$ cat config.mk
export PLATFORM = sky130hd
export DESIGN_NAME = fetch_stage
export DESIGN_NICKNAME = d
export VERILOG_FILES = /design/src/rtl/fetch_stage.sv
export SDC_FILE = /design/constraint.sdc
export NUM_CORES = 1
export LEC_CHECK = 0
export BUFFER_PORTS_ARGS = -buffer_cell sky130_fd_sc_hd__buf_4
export CORE_MARGIN = 3
export CORE_UTILIZATION = 40
export CTS_CLUSTER_SIZE = 25
export DETAILED_ROUTE_END_ITERATION = 12
export PLACE_DENSITY = 0.69
export RECOVER_POWER = 25
export SYNTH_ARGS = -nofsm -noshare
export SYNTH_HDL_FRONTEND = slang
export SYNTH_SLANG_ARGS = --single-unit
$ cat constraint.sdc
create_clock -name clk -period 2.1 [get_ports clk]
set_input_delay 0.21 -clock clk [delete_from_list [all_inputs] [get_ports clk]]
set_output_delay 0.21 -clock clk [all_outputs]
set_load 0.02 [all_outputs]
$ cat src/rtl/fetch_stage.sv
// RV32I instruction-fetch stage: program counter, imem address, IF/ID register
// and fetched-instruction counter, honouring hazard-unit holds and EX redirects.
module fetch_stage #(
    parameter logic [31:0] RESET_PC  = 32'h0000_0000,
    parameter logic [31:0] NOP_INSTR = 32'h0000_0013
) (
    input  logic        clk,
    input  logic        rst,
    input  logic        PCWrite,
    input  logic        ifidWrite,
    input  logic        branch_taken,
    input  logic [31:0] branch_target,
    output logic [31:0] imem_addr,
    input  logic [31:0] imem_rdata,
    output logic [31:0] ifid_pc,
    output logic [31:0] ifid_instr,
    output logic        ifid_valid,
    output logic [4:0]  ifid_rs1,
    output logic [4:0]  ifid_rs2,
    output logic [31:0] fetch_count
);

    localparam int unsigned XLEN = 32;

    logic [XLEN-1:0] r_pc;
    logic [XLEN-1:0] r_ifid_pc;
    logic [XLEN-1:0] r_ifid_instr;
    logic            r_ifid_valid;
    logic [XLEN-1:0] r_fetch_count;

    logic [XLEN-1:0] w_pc_plus4;
    logic [XLEN-1:0] w_redirect_pc;

    assign w_pc_plus4    = r_pc + XLEN'(4);
    assign w_redirect_pc = {branch_target[XLEN-1:2], 2'b00};

    // A redirect flushes IF/ID even under a stall: the held instruction is wrong-path.
    always_ff @(posedge clk) begin
        if (rst) begin
            r_pc          <= RESET_PC;
            r_ifid_pc     <= '0;
            r_ifid_instr  <= NOP_INSTR;
            r_ifid_valid  <= 1'b0;
            r_fetch_count <= '0;
        end else if (branch_taken) begin
            r_pc          <= w_redirect_pc;
            r_ifid_pc     <= r_pc;
            r_ifid_instr  <= NOP_INSTR;
            r_ifid_valid  <= 1'b0;
        end else begin
            if (PCWrite) begin
                r_pc <= w_pc_plus4;
            end
            if (ifidWrite) begin
                r_ifid_pc     <= r_pc;
                r_ifid_instr  <= imem_rdata;
                r_ifid_valid  <= 1'b1;
                r_fetch_count <= r_fetch_count + XLEN'(1);
            end
        end
    end

    assign imem_addr   = r_pc;
    assign ifid_pc     = r_ifid_pc;
    assign ifid_instr  = r_ifid_instr;
    assign ifid_valid  = r_ifid_valid;
    assign fetch_count = r_fetch_count;

    // Register-field taps for the hazard unit; NOP decodes to x0/x0.
    assign ifid_rs1 = r_ifid_instr[19:15];
    assign ifid_rs2 = r_ifid_instr[24:20];

endmodule
# [Yosys cells after proc, flatten, opt, wreduce, memory -nomap -nowiden]
# Index checks and enable logic that the tools add are counted.
# W data, S select, Z words.
[word_totals] inputBits=69 regBits=129 wordCells=17
[op_classes] n_reduce_logical=4 bitwise_logic=1 mux=4 addsub=2
[op_table] cell="$mux W32" count=4
[op_table] cell="$add A32 B1 Y32 const B" count=1
[op_table] cell="$add A32 B3 Y32 const B" count=1
[op_table] cell="$reduce_bool A2 Y1" count=2
[op_table] cell="$reduce_and A2 Y1" count=1
[op_table] cell="$reduce_or A2 Y1" count=1
[op_table] cell="$not A1 Y1" count=1

# [Depth between registers and ports, before layout]
# Gate-level depths: netlist of the first run.
[depth] depth_word=3 ltp_mapped=7

# [Worst setup path before layout of the first run]
# Ideal clock, no wire load.
[synth_path] path_type="flip-flop to flip-flop" from="register r_pc[2], in the netlist imem_addr[2]" to="register r_pc[24], in the netlist imem_addr[24]" setup_slack_ps=-185 arrival_ps=2194 path_stages_with_launch=8 n_path_buf=2 setup_ps=91 path_cell_list="dfxtp_1 ha_1 buf_2 nand2_2 or4_1 buf_2 or4_1 a311oi_1"
[synth_between] elab_chain_cells=3
[synth_lines] element="start, declared" line_no="25" text="logic [XLEN-1:0] r_pc;"
[synth_lines] element="start signal, assigned" line_no="46" text="r_pc <= w_redirect_pc;"
[synth_lines] element="start signal, assigned" line_no="52" text="r_pc <= w_pc_plus4;"
[synth_lines] element="$add A32 B3 Y32" line_no="34" text="assign w_pc_plus4 = r_pc + XLEN'(4);"
[synth_lines] element="$mux W32" line_no="51" text="if (PCWrite) begin"
[synth_lines] element="$mux W32" line_no="45" text="end else if (branch_taken) begin"
# No other way between the ends. The select of a mux whose other input is x is not followed.
# A chain may end at the register's enable or synchronous reset.

# [Worst setup path after layout of the first run]
# Ends and elaborated chain as after synthesis.

==> flow_metrics.py, run 1 <==
metrics = {
    "synth": {
        "syn_avg_cell_area_sq_um": 8.36,
        "yosys_warnings": 0,
        "synth_area_sq_um": 5670,
        "synth_common_cells": "125 x dfxtp_1, 98 x nand2_1, 66 x a21oi_1, 66 x nor2_1, 34 x mux2i_1",
        "syn_inst": 678,
        "synth_cell_type_count": 52,
        "synth_edf_count": 0,
        "synthMostInstantiatedCell": "dfxtp_1",
        "synth_top_area_share": 0.442,
        "ys_seq_elements": 125,
        "synth.area.top_cells": "dfxtp_1 44%, nand2_1 6.5%, mux2i_1 6.0%",
        "synth_top_area_cell": "dfxtp_1",
        "ys_async_sr_fraction": 0,
        "synthFlopType": "dfxtp_1",
        "ys_seq_area_frac": 0.442,
    },
    "cts": {
        "cts_setup_buffers": 0,
        "clk_latency_ps": 410,
        "cts-root-buf": "clkbuf_16",
        "cts_made_buffers": 17,
        "clk_pin_slew_ps": 50,
        "ctsResizeCount": 0,
        "clock-sinks": 125,
        "cts_buffer_depth": 2,
        "cts_tree": "yes",
        "cts_hold_buf": 0,
        "htree_levels": 4,
    },
    "floorplanning": {
        "ios": 208,
        "core-area_sq_um": 13600,
        "start_util": 0.418,
        "rows": 42,
        "die_area_sq_um": 15600,
        "die_height_microns": 125,
        "dieWidth_microns": 125,
    },
    "finish": {
        "fillCellCount": 1209,
        "final_cells": 1076,
        "finalNetCount": 958,
        "fin_util": 0.591,
        "antenna_cells": 0,
        "drive_gt1_frac": 0.287,
        "synthToLayoutAreaGrowth_pct": 41.4,
    },
    "sta": {
        "worst_pin_slew_ps": 1040,
        "hold_violations": 0,
        "fin_crit_ps": 1990,
        "fin_crit_sh": 0.948,
        "clock_skew_ps": 6.88,
        "relSlewSlack": 0.309,
        "setup_viol_count_final": 0,
        "rsz0062_at_grt": "no",
        "report.final.slew_viol_count": 0,
        "setup_tns_ps": 0,
        "fmax_mhz": 503,
    },
    "routing": {
        "totalWireLength_microns": 17200,
        "drt_iter0_markers": 420,
        "first_pass_iters": 5,
        "ant_nets": 0,
        "dr_total_vias": 5840,
        "wl_per_cell_microns": 16.0,
        "drc": 0,
        "detail_route.vias_per_cell": 5.43,
    },
    "power_and_ir_drop": {
        "p_total_mw": 6.46,
        "power_leakage_nw": 3.33,
        "max-vdd-ir-drop_v": 0.000493,
        "cellPowerDensity_nw_per_um2": 806,
    },
    "placed_design": {
        "place_hpwl_microns": 12500,
        "placed_cells": 1044,
        "numPortBuffers": 201,
        "gp_congestion": 0.858,
    },
    "worst_setup_path": {
        "end_kind": "register",
        "crit_required_ps": 2420,
        "crit_fanout": 6,
        "critPathKind": "register to register",
        "cp-start-kind": "register",
        "critPathArrivalTime_ps": 2310,
    },
    "run_status": {
        "status": "completed",
    },
    "global_routing": {
        "grt_pass1_wl_microns": 27700,
        "grtUsageTotal": 0.212,
        "grt_pass1_vias": 5611,
        "antenna_found_initial": 0,
        "grt_overflow": 0,
        "grt_max_degree": 42,
    },
    "run": {
        "cap_viol_max_count": 0,
    },
    "hold_path": {
        "holdCritPathClass": "input pin to register",
    },
}
==> metal layers <==
| metal | vias to the layer above | GRT usage | part of all wire |
|---|---|---|---|
| met3 | 36 | 0.0563 | 0.070 |
| met5 | - | 0 | 0 |
| met1 | 2766 | 0.266 | 0.43 |
| li1 | 2843 | - | - |
| met2 | 195 | 0.342 | 0.48 |
| met4 | 0 | 0.0963 | 0.023 |
==> power by group <==
group | switching (mW) | internal [mW] | total, mW
clock | 1.01 | 2.18 | 3.18
sequential | 0.0714 | 2.46 | 2.54
combinational | 0.420 | 0.321 | 0.740
total | 1.50 | 4.96 | 6.46
==> worst max-delay path, stage by stage (launching register included) <==
cell and delay, ps:
dfxtp_4 340, ha_1 170, nand2_2 60, or4_1 630, or4_1 440, a311oi_1 240
==> cell families after synthesis <==
kind of cell             share of synthesized area
AO/OA/AOI/OAI                                0.150
flip-flops                                   0.442
AND/OR/NAND/NOR                              0.258
buffers and inverters                       0.0578
multiplexers                                0.0600
XOR/XNOR                                    0.0278
adder cells (fa/ha/maj)                    0.00441
other                                     0.000662
==> worst paths after layout <==
path / depth (start not counted) / slack, ps / endpoint / startpoint
max: 5 / 110 / imem_addr[24] / imem_addr[2]
min reg2reg: 2 / 450 / ifid_pc[23] / ifid_pc[23]
max reg2reg: 5 / 110 / imem_addr[24] / imem_addr[2]
min: 3 / 20 / ifid_instr[1] / imem_rdata[1]
==> through the flow <==
stage,hold WS (ps),setup WS (ps),area [sq um]
detailed placement,437,129,7490
global placement,431,150,7490
CTS,5.87,103,8130
floorplan,339,9.16,5690
global route,29.7,27.0,8020
finish,21.5,110,8020
==> state kept, by name, summed over array words and instances, names as in the netlist <==
signal       flops
fetch_count     32
ifid_instr      32
ifid_pc         30
imem_addr       30
ifid_valid       1
==> cell usage in the layout, fill, tap and decap left out, drive strengths merged, types with 7 or more instances in the layout <==
master / count
nor3: 7
dfxtp: 125
o31ai: 20
nand3: 17
buf: 212
or3: 13
nand4: 25
or4: 24
nor4: 7
a311oi: 11
xor2: 13
and3: 10
nor2: 66
nand2: 99
a21oi: 66
mux2i: 34
clkbuf: 60
inv: 14
o21ai: 13
==> final cells by class <==
type                       instances  area, sq um  area share
multi-input combinational        484         2860       0.356
clock buffer                      27          523      0.0653
inverter                          14         52.6     0.00656
sequential                       125         2510       0.313
tap                              176          220      0.0275
timing repair buffer             245         1730       0.216
clock inverter                     5          125      0.0156
Power figures use the tool's default switching activity.
==> run 2: changes to the inputs <==
--- a/config.mk
+++ b/config.mk
@@ -5,6 +5,7 @@
 export SDC_FILE = /design/constraint.sdc
 export NUM_CORES = 1
 export LEC_CHECK = 0
+export ABC_AREA = 1
 export BUFFER_PORTS_ARGS = -buffer_cell sky130_fd_sc_hd__buf_4
 export CORE_MARGIN = 3
 export CORE_UTILIZATION = 40
@@ -12,6 +13,7 @@
 export DETAILED_ROUTE_END_ITERATION = 12
 export PLACE_DENSITY = 0.69
 export RECOVER_POWER = 25
+export SKIP_LAST_GASP = 1
 export SYNTH_ARGS = -nofsm -noshare
 export SYNTH_HDL_FRONTEND = slang
 export SYNTH_SLANG_ARGS = --single-unit
==> run 2 against run 1 <==
Effect of this change:
- non-clock buffer count down 29
- clock skew up 4.8 ps
- count of clock-buffer cells in the layout down 5
- register-to-register slack better by 330 ps
- area after synthesis up 6.7%
- critical endpoint is now imem_addr[7]
- largest cell class unchanged
- largest power group unchanged
==> flow_metrics.py, run 2 <==
metrics = {
    "power_and_ir_drop": {
        "p_switching_mw": 1.52,
        "p_sw_frac": 0.257,
        "combPwrFrac": 0.120,
        "clkPwrFrac": 0.448,
        "p_total_mw": 5.93,
        "p_seq_frac": 0.432,
        "p_int_mw": 4.40,
        "cellPowerDensity_nw_per_um2": 726,
        "power_leakage_nw": 3.46,
        "max-vdd-ir-drop_v": 0.000587,
    },
    "hold_path": {
        "holdCritPathClass": "input pin to register",
    },
    "placed_design": {
        "numPortBuffers": 201,
        "gp_congestion": 0.871,
        "place_hpwl_microns": 13200,
        "place_area_sq_um": 7650,
        "placed_cells": 1228,
    },
    "cts": {
        "cts-root-buf": "clkbuf_16",
        "htree_levels": 4,
        "clk_pin_slew_ps": 50,
        "cts_made_buffers": 17,
        "clock-sinks": 125,
        "ctsResizeCount": 0,
        "clk_latency_ps": 410,
        "cts_tree": "yes",
        "cts_buffer_depth": 2,
    },
    "routing": {
        "drt_iter0_markers": 416,
        "detail_route.vias_per_cell": 4.91,
        "dr_total_vias": 6189,
        "first_pass_iters": 7,
        "totalWireLength_microns": 18000,
        "drc": 0,
        "ant_nets": 0,
        "wl_per_cell_microns": 14.3,
    },
    "finish": {
        "final_cell_area_sq_um": 8170,
        "antenna_cells": 0,
        "drive_gt1_frac": 0.257,
        "final_cells": 1260,
        "fillCellCount": 1408,
        "layout_commonest_cell": "nand2_1",
        "layout_common_cells": "233 x nand2_1, 208 x buf_4, 125 x dfxtp_1",
        "finalNetCount": 1136,
        "synthToLayoutAreaGrowth_pct": 35.1,
    },
    "worst_setup_path": {
        "end_kind": "register",
        "critPathArrivalTime_ps": 2040,
        "crit_fanout": 31,
        "crit_path_cell_trace": "buf_4 -> inv_1 -> clkbuf_1 -> o21ai_0 -> a21oi_1",
        "critPathKind": "input pin to register",
        "crit_required_ps": 2440,
        "cpPeakStageDelay_ps": 960,
        "cp-start-kind": "input pin",
        "cp_slowest_cell": "clkbuf_1",
    },
    "floorplanning": {
        "start_util": 0.413,
        "rows": 44,
        "die_height_microns": 129,
        "ios": 208,
        "core-area_sq_um": 14600,
        "die_area_sq_um": 16600,
        "dieWidth_microns": 129,
    },
    "run_status": {
        "status": "completed",
    },
    "sta": {
        "fmax_mhz": 589,
        "fin_crit_sh": 0.809,
        "setup_tns_ps": 0,
        "relSlewSlack": 0.0607,
        "fin_crit_ps": 1700,
        "setup_viol_count_final": 0,
        "rsz0062_at_grt": "no",
        "hold_violations": 0,
        "worst_pin_slew_ps": 1410,
        "clock_skew_ps": 11.7,
        "report.final.slew_viol_count": 0,
    },
    "global_routing": {
        "grt_overflow": 0,
        "grt_pass1_wl_microns": 28400,
        "grt_pass1_vias": 5571,
        "antenna_found_initial": 0,
        "grt_max_degree": 34,
        "grtUsageTotal": 0.214,
    },
    "run": {
        "cap_viol_max_count": 0,
    },
    "synth": {
        "synth_area_sq_um": 6050,
        "yosys_warnings": 0,
        "synth_top_area_cell": "dfxtp_1",
        "synth_edf_count": 0,
        "syn_avg_cell_area_sq_um": 6.91,
        "synth_common_cells": "233 x nand2_1, 125 x dfxtp_1, 118 x nor2_1, 83 x a21oi_1, 61 x inv_1",
        "ys_seq_elements": 125,
        "synthFlopType": "dfxtp_1",
        "ys_seq_area_frac": 0.414,
        "synth_top_area_share": 0.414,
        "ys_async_sr_fraction": 0,
        "synth.area.top_cells": "dfxtp_1 41%, nand2_1 14%, nor2_1 7.3%",
        "synthMostInstantiatedCell": "nand2_1",
        "synth_cell_type_count": 38,
        "syn_inst": 875,
    },
}
run 2: cell types whose count changed after synthesis, moves of 24 or more:
cell     change
inv_1       +48
mux2i_1     -34
nand2_1    +135
nand3_1     +39
nor2_1      +52
o21ai_0     +32
or4_1       -24
run 2: cell families after synthesis:
kind of cell | synth area share
DFF | 0.414
other | 0.000620
adders and majority gates | 0.00414
AOI/OAI and AO/OA | 0.147
and+or+nand+nor | 0.331
xor gates and xnor gates | 0.0188
buffers and inverters | 0.0846
run 2: path summary, 6_finish.rpt:
path | slack, ps | cells past startpoint | start | end
setup reg to reg | 440 | 9 | imem_addr[2] | imem_addr[26]
setup / recovery | 400 | 5 | rst | imem_addr[7]
hold / removal | 30 | 3 | imem_rdata[1] | ifid_instr[1]
hold reg to reg | 460 | 2 | ifid_instr[0] | ifid_instr[0]
run 2: power groups by stage:
stage	logic [mW]	clock network [mW]	registers (mW)
2_1_floorplan	0.284	0	2.71
3_3_place_gp	0.711	0	2.61
3_5_place_dp	0.715	0	2.61
4_1_cts	0.720	2.70	2.56
5_1_grt	0.774	2.81	2.58
6_report	0.710	2.66	2.56
run 2: layer usage:
layer	wire length, microns	vias up	track usage
met5	0	-	0
met4	110	0	0.0599
met3	1390	9	0.0623
met2	8290	203	0.341
met1	8190	2785	0.284
li1	-	3192	-
run 2: through the flow:
stage                     worst slack, ps  utilization  hold WS, ps
after floorplan                       509            -          336
after global routing                  149        0.558         8.68
after CTS                             455        0.559         9.42
after global placement                483        0.522          422
final                                 401        0.558         29.2
after detailed placement              477        0.522          427
run 2: final cells by class:
class | count | area (sq um) | area share
Clock buffer | 22 | 454 | 0.0556
Clock inverter | 8 | 70.1 | 0.00858
Inverter | 66 | 249 | 0.0305
Multi-Input combinational cell | 639 | 3040 | 0.373
Sequential cell | 125 | 2500 | 0.306
Tap cell | 184 | 230 | 0.0282
Timing Repair Buffer | 216 | 1620 | 0.198
run 2: what timing repair did:
item | 4_1_cts | 5_1_grt
endpoints found under the hold margin | 2 | 0
buffers inserted | 0 | 0
hold buffers | 2 | 0
run 2: critical path: cells and delay by family:
family | cells | cell delay [ps]
buffers and inverters | 3 | 1420
AO/OA/AOI/OAI | 2 | 410
==> run 3: changes to the inputs <==
--- a/config.mk
+++ b/config.mk
@@ -11,7 +11,7 @@
 export CORE_UTILIZATION = 40
 export CTS_CLUSTER_SIZE = 25
 export DETAILED_ROUTE_END_ITERATION = 12
-export PLACE_DENSITY = 0.69
+export PLACE_DENSITY = 0.66
 export RECOVER_POWER = 25
 export SKIP_LAST_GASP = 1
 export SYNTH_ARGS = -nofsm -noshare
==> constraint.sdc (replaced) <==
create_clock -name clk -period 1.7 [get_ports clk]
set_input_delay 0.17 -clock clk [delete_from_list [all_inputs] [get_ports clk]]
set_output_delay 0.17 -clock clk [all_outputs]
set_load 0.02 [all_outputs]
==> run 3 against run 2 <==
Effect of this change:
- total power is 29% higher
- via count is 1.9% higher
- final cell count is 1.9% higher
- critical endpoint is now ifid_instr[8]
- largest cell class unchanged
==> flow_metrics.py, run 3 (synthesis results as in run 2) <==
metrics = {
    "finish": {
        "finalNetCount": 1158,
        "final_cell_area_sq_um": 8440,
        "layout_common_cells": "233 x nand2_1, 225 x buf_4, 122 x dfxtp_1",
        "antenna_cells": 0,
        "final_cells": 1284,
        "drive_gt1_frac": 0.273,
        "multiInputGateArea_sq_um": 3050,
        "synthToLayoutAreaGrowth_pct": 39.6,
        "fin_util": 0.576,
        "fillCellCount": 1438,
        "final-seq-area_sq_um": 2510,
        "layout_commonest_cell": "nand2_1",
    },
    "routing": {
        "drt_iter0_markers": 339,
        "dr_total_vias": 6305,
        "totalWireLength_microns": 18800,
        "detail_route.vias_per_cell": 4.91,
        "wl_per_cell_microns": 14.6,
        "drc": 0,
        "ant_nets": 0,
        "first_pass_iters": 4,
    },
    "worst_setup_path": {
        "cp-start-kind": "input pin",
        "critPathKind": "input pin to register",
        "end_kind": "register",
        "r2r_start": "fetch_count[15]",
        "critPathArrivalTime_ps": 1880,
        "crit_buf_inv": 4,
        "crit_start": "branch_taken",
        "cp_slowest_cell": "clkbuf_1",
        "crit_required_ps": 1980,
        "reg2reg_slack_ps": 150,
        "path_common_cell": "buf_4",
        "cpLargestDelayFamily": "buffers and inverters",
        "crit_path_cell_trace": "buf_4 -> clkbuf_1 -> nor2_1 -> inv_1 -> buf_4 -> a21oi_1",
        "cpPeakStageDelay_ps": 770,
        "crit_fanout": 30,
    },
    "sta": {
        "report.final.slew_viol_count": 0,
        "clock_skew_ps": 7.46,
        "setup_tns_ps": 0,
        "finalWorstSetupSlack_ps": 104,
        "fin_crit_ps": 1600,
        "hold_violations": 0,
        "worst_pin_slew_ps": 1010,
        "timing.hold.ws_ps": 15.7,
        "fin_crit_sh": 0.939,
        "relSlewSlack": 0.325,
        "rsz0062_at_grt": "yes",
        "setup_viol_count_final": 0,
        "fmax_mhz": 627,
    },
    "cts": {
        "clock-sinks": 125,
        "cts_made_buffers": 17,
        "cts_buffer_depth": 2,
        "htree_levels": 4,
        "clk_pin_slew_ps": 50,
        "cts-root-buf": "clkbuf_16",
        "clk_latency_ps": 410,
        "cts_tree": "yes",
        "cts_setup_buffers": 0,
    },
    "floorplanning": {
        "die_area_sq_um": 16600,
        "dieWidth_microns": 129,
        "die_height_microns": 129,
        "start_util": 0.413,
        "core-area_sq_um": 14600,
        "ios": 208,
        "rows": 44,
    },
    "global_routing": {
        "grt_overflow": 0,
        "grtUsageTotal": 0.224,
        "antenna_found_initial": 0,
        "grt_pass1_vias": 5865,
        "grt_pass1_wl_microns": 29400,
        "grt_max_degree": 36,
    },
    "placed_design": {
        "numPortBuffers": 201,
        "place_hpwl_microns": 13600,
        "place_area_sq_um": 7780,
        "placed_cells": 1244,
        "place_ws_ps": 101,
        "gp_congestion": 0.907,
    },
    "run_status": {
        "status": "completed",
    },
    "power_and_ir_drop": {
        "p_total_mw": 7.67,
        "max-vdd-ir-drop_v": 0.000642,
        "cellPowerDensity_nw_per_um2": 909,
        "power_leakage_nw": 3.61,
    },
    "hold_path": {
        "holdCritPathClass": "input pin to register",
        "hp-start": "imem_rdata[11]",
    },
    "run": {
        "cap_viol_max_count": 0,
    },
}
run 3: cell types whose count changed in the layout (fill, tap and decap cells not counted), sizes merged:
cell and delta:
clkbuf +2, inv +1, clkinvlp -2, dlygate4sd3 +6, buf +18, bufinv +1
clkinv -2
run 3: area by class of cell:
type | instances | share of cell area
Sequential cell | 125 | 0.297
Clock inverter | 6 | 0.00978
Tap cell | 184 | 0.0273
Inverter | 66 | 0.0296
Timing Repair Buffer | 238 | 0.216
Clock buffer | 26 | 0.0591
Multi-Input combinational cell | 639 | 0.362
run 3: path summary, 6_finish.rpt:
path,endpoint,depth (start not counted)
max,ifid_instr[8],6
min reg2reg,ifid_instr[9],2
max reg2reg,fetch_count[31],9
min,ifid_instr[11],3
run 3: power breakdown:
group,switching [mW],leakage [nW],total (mW),internal (mW)
Clock,1.28,0.284,3.59,2.31
Combinational,0.527,2.30,0.934,0.407
Sequential,0.104,1.02,3.15,3.05
Total,1.91,3.61,7.67,5.76
run 3: routing by layer:
| layer | GRT usage | share of wire |
|---|---|---|
| met3 | 0.0760 | 0.067 |
| met2 | 0.359 | 0.46 |
| met1 | 0.289 | 0.46 |
| met5 | 0 | 0 |
| met4 | 0.0636 | 0.0095 |
run 3: timing repair:
| item | 4_1_cts | 5_1_grt |
|---|---|---|
| resized for setup | 0 | 6 |
| hold buffers | 7 | 1 |
| endpoints found under the hold margin | 7 | 1 |
| endpoints found under the setup margin | 0 | 9 |
run 3: worst min-delay path, stage by stage:
cell	delay [ps]
buf_4	110
nand2_1	50
a21oi_1	50
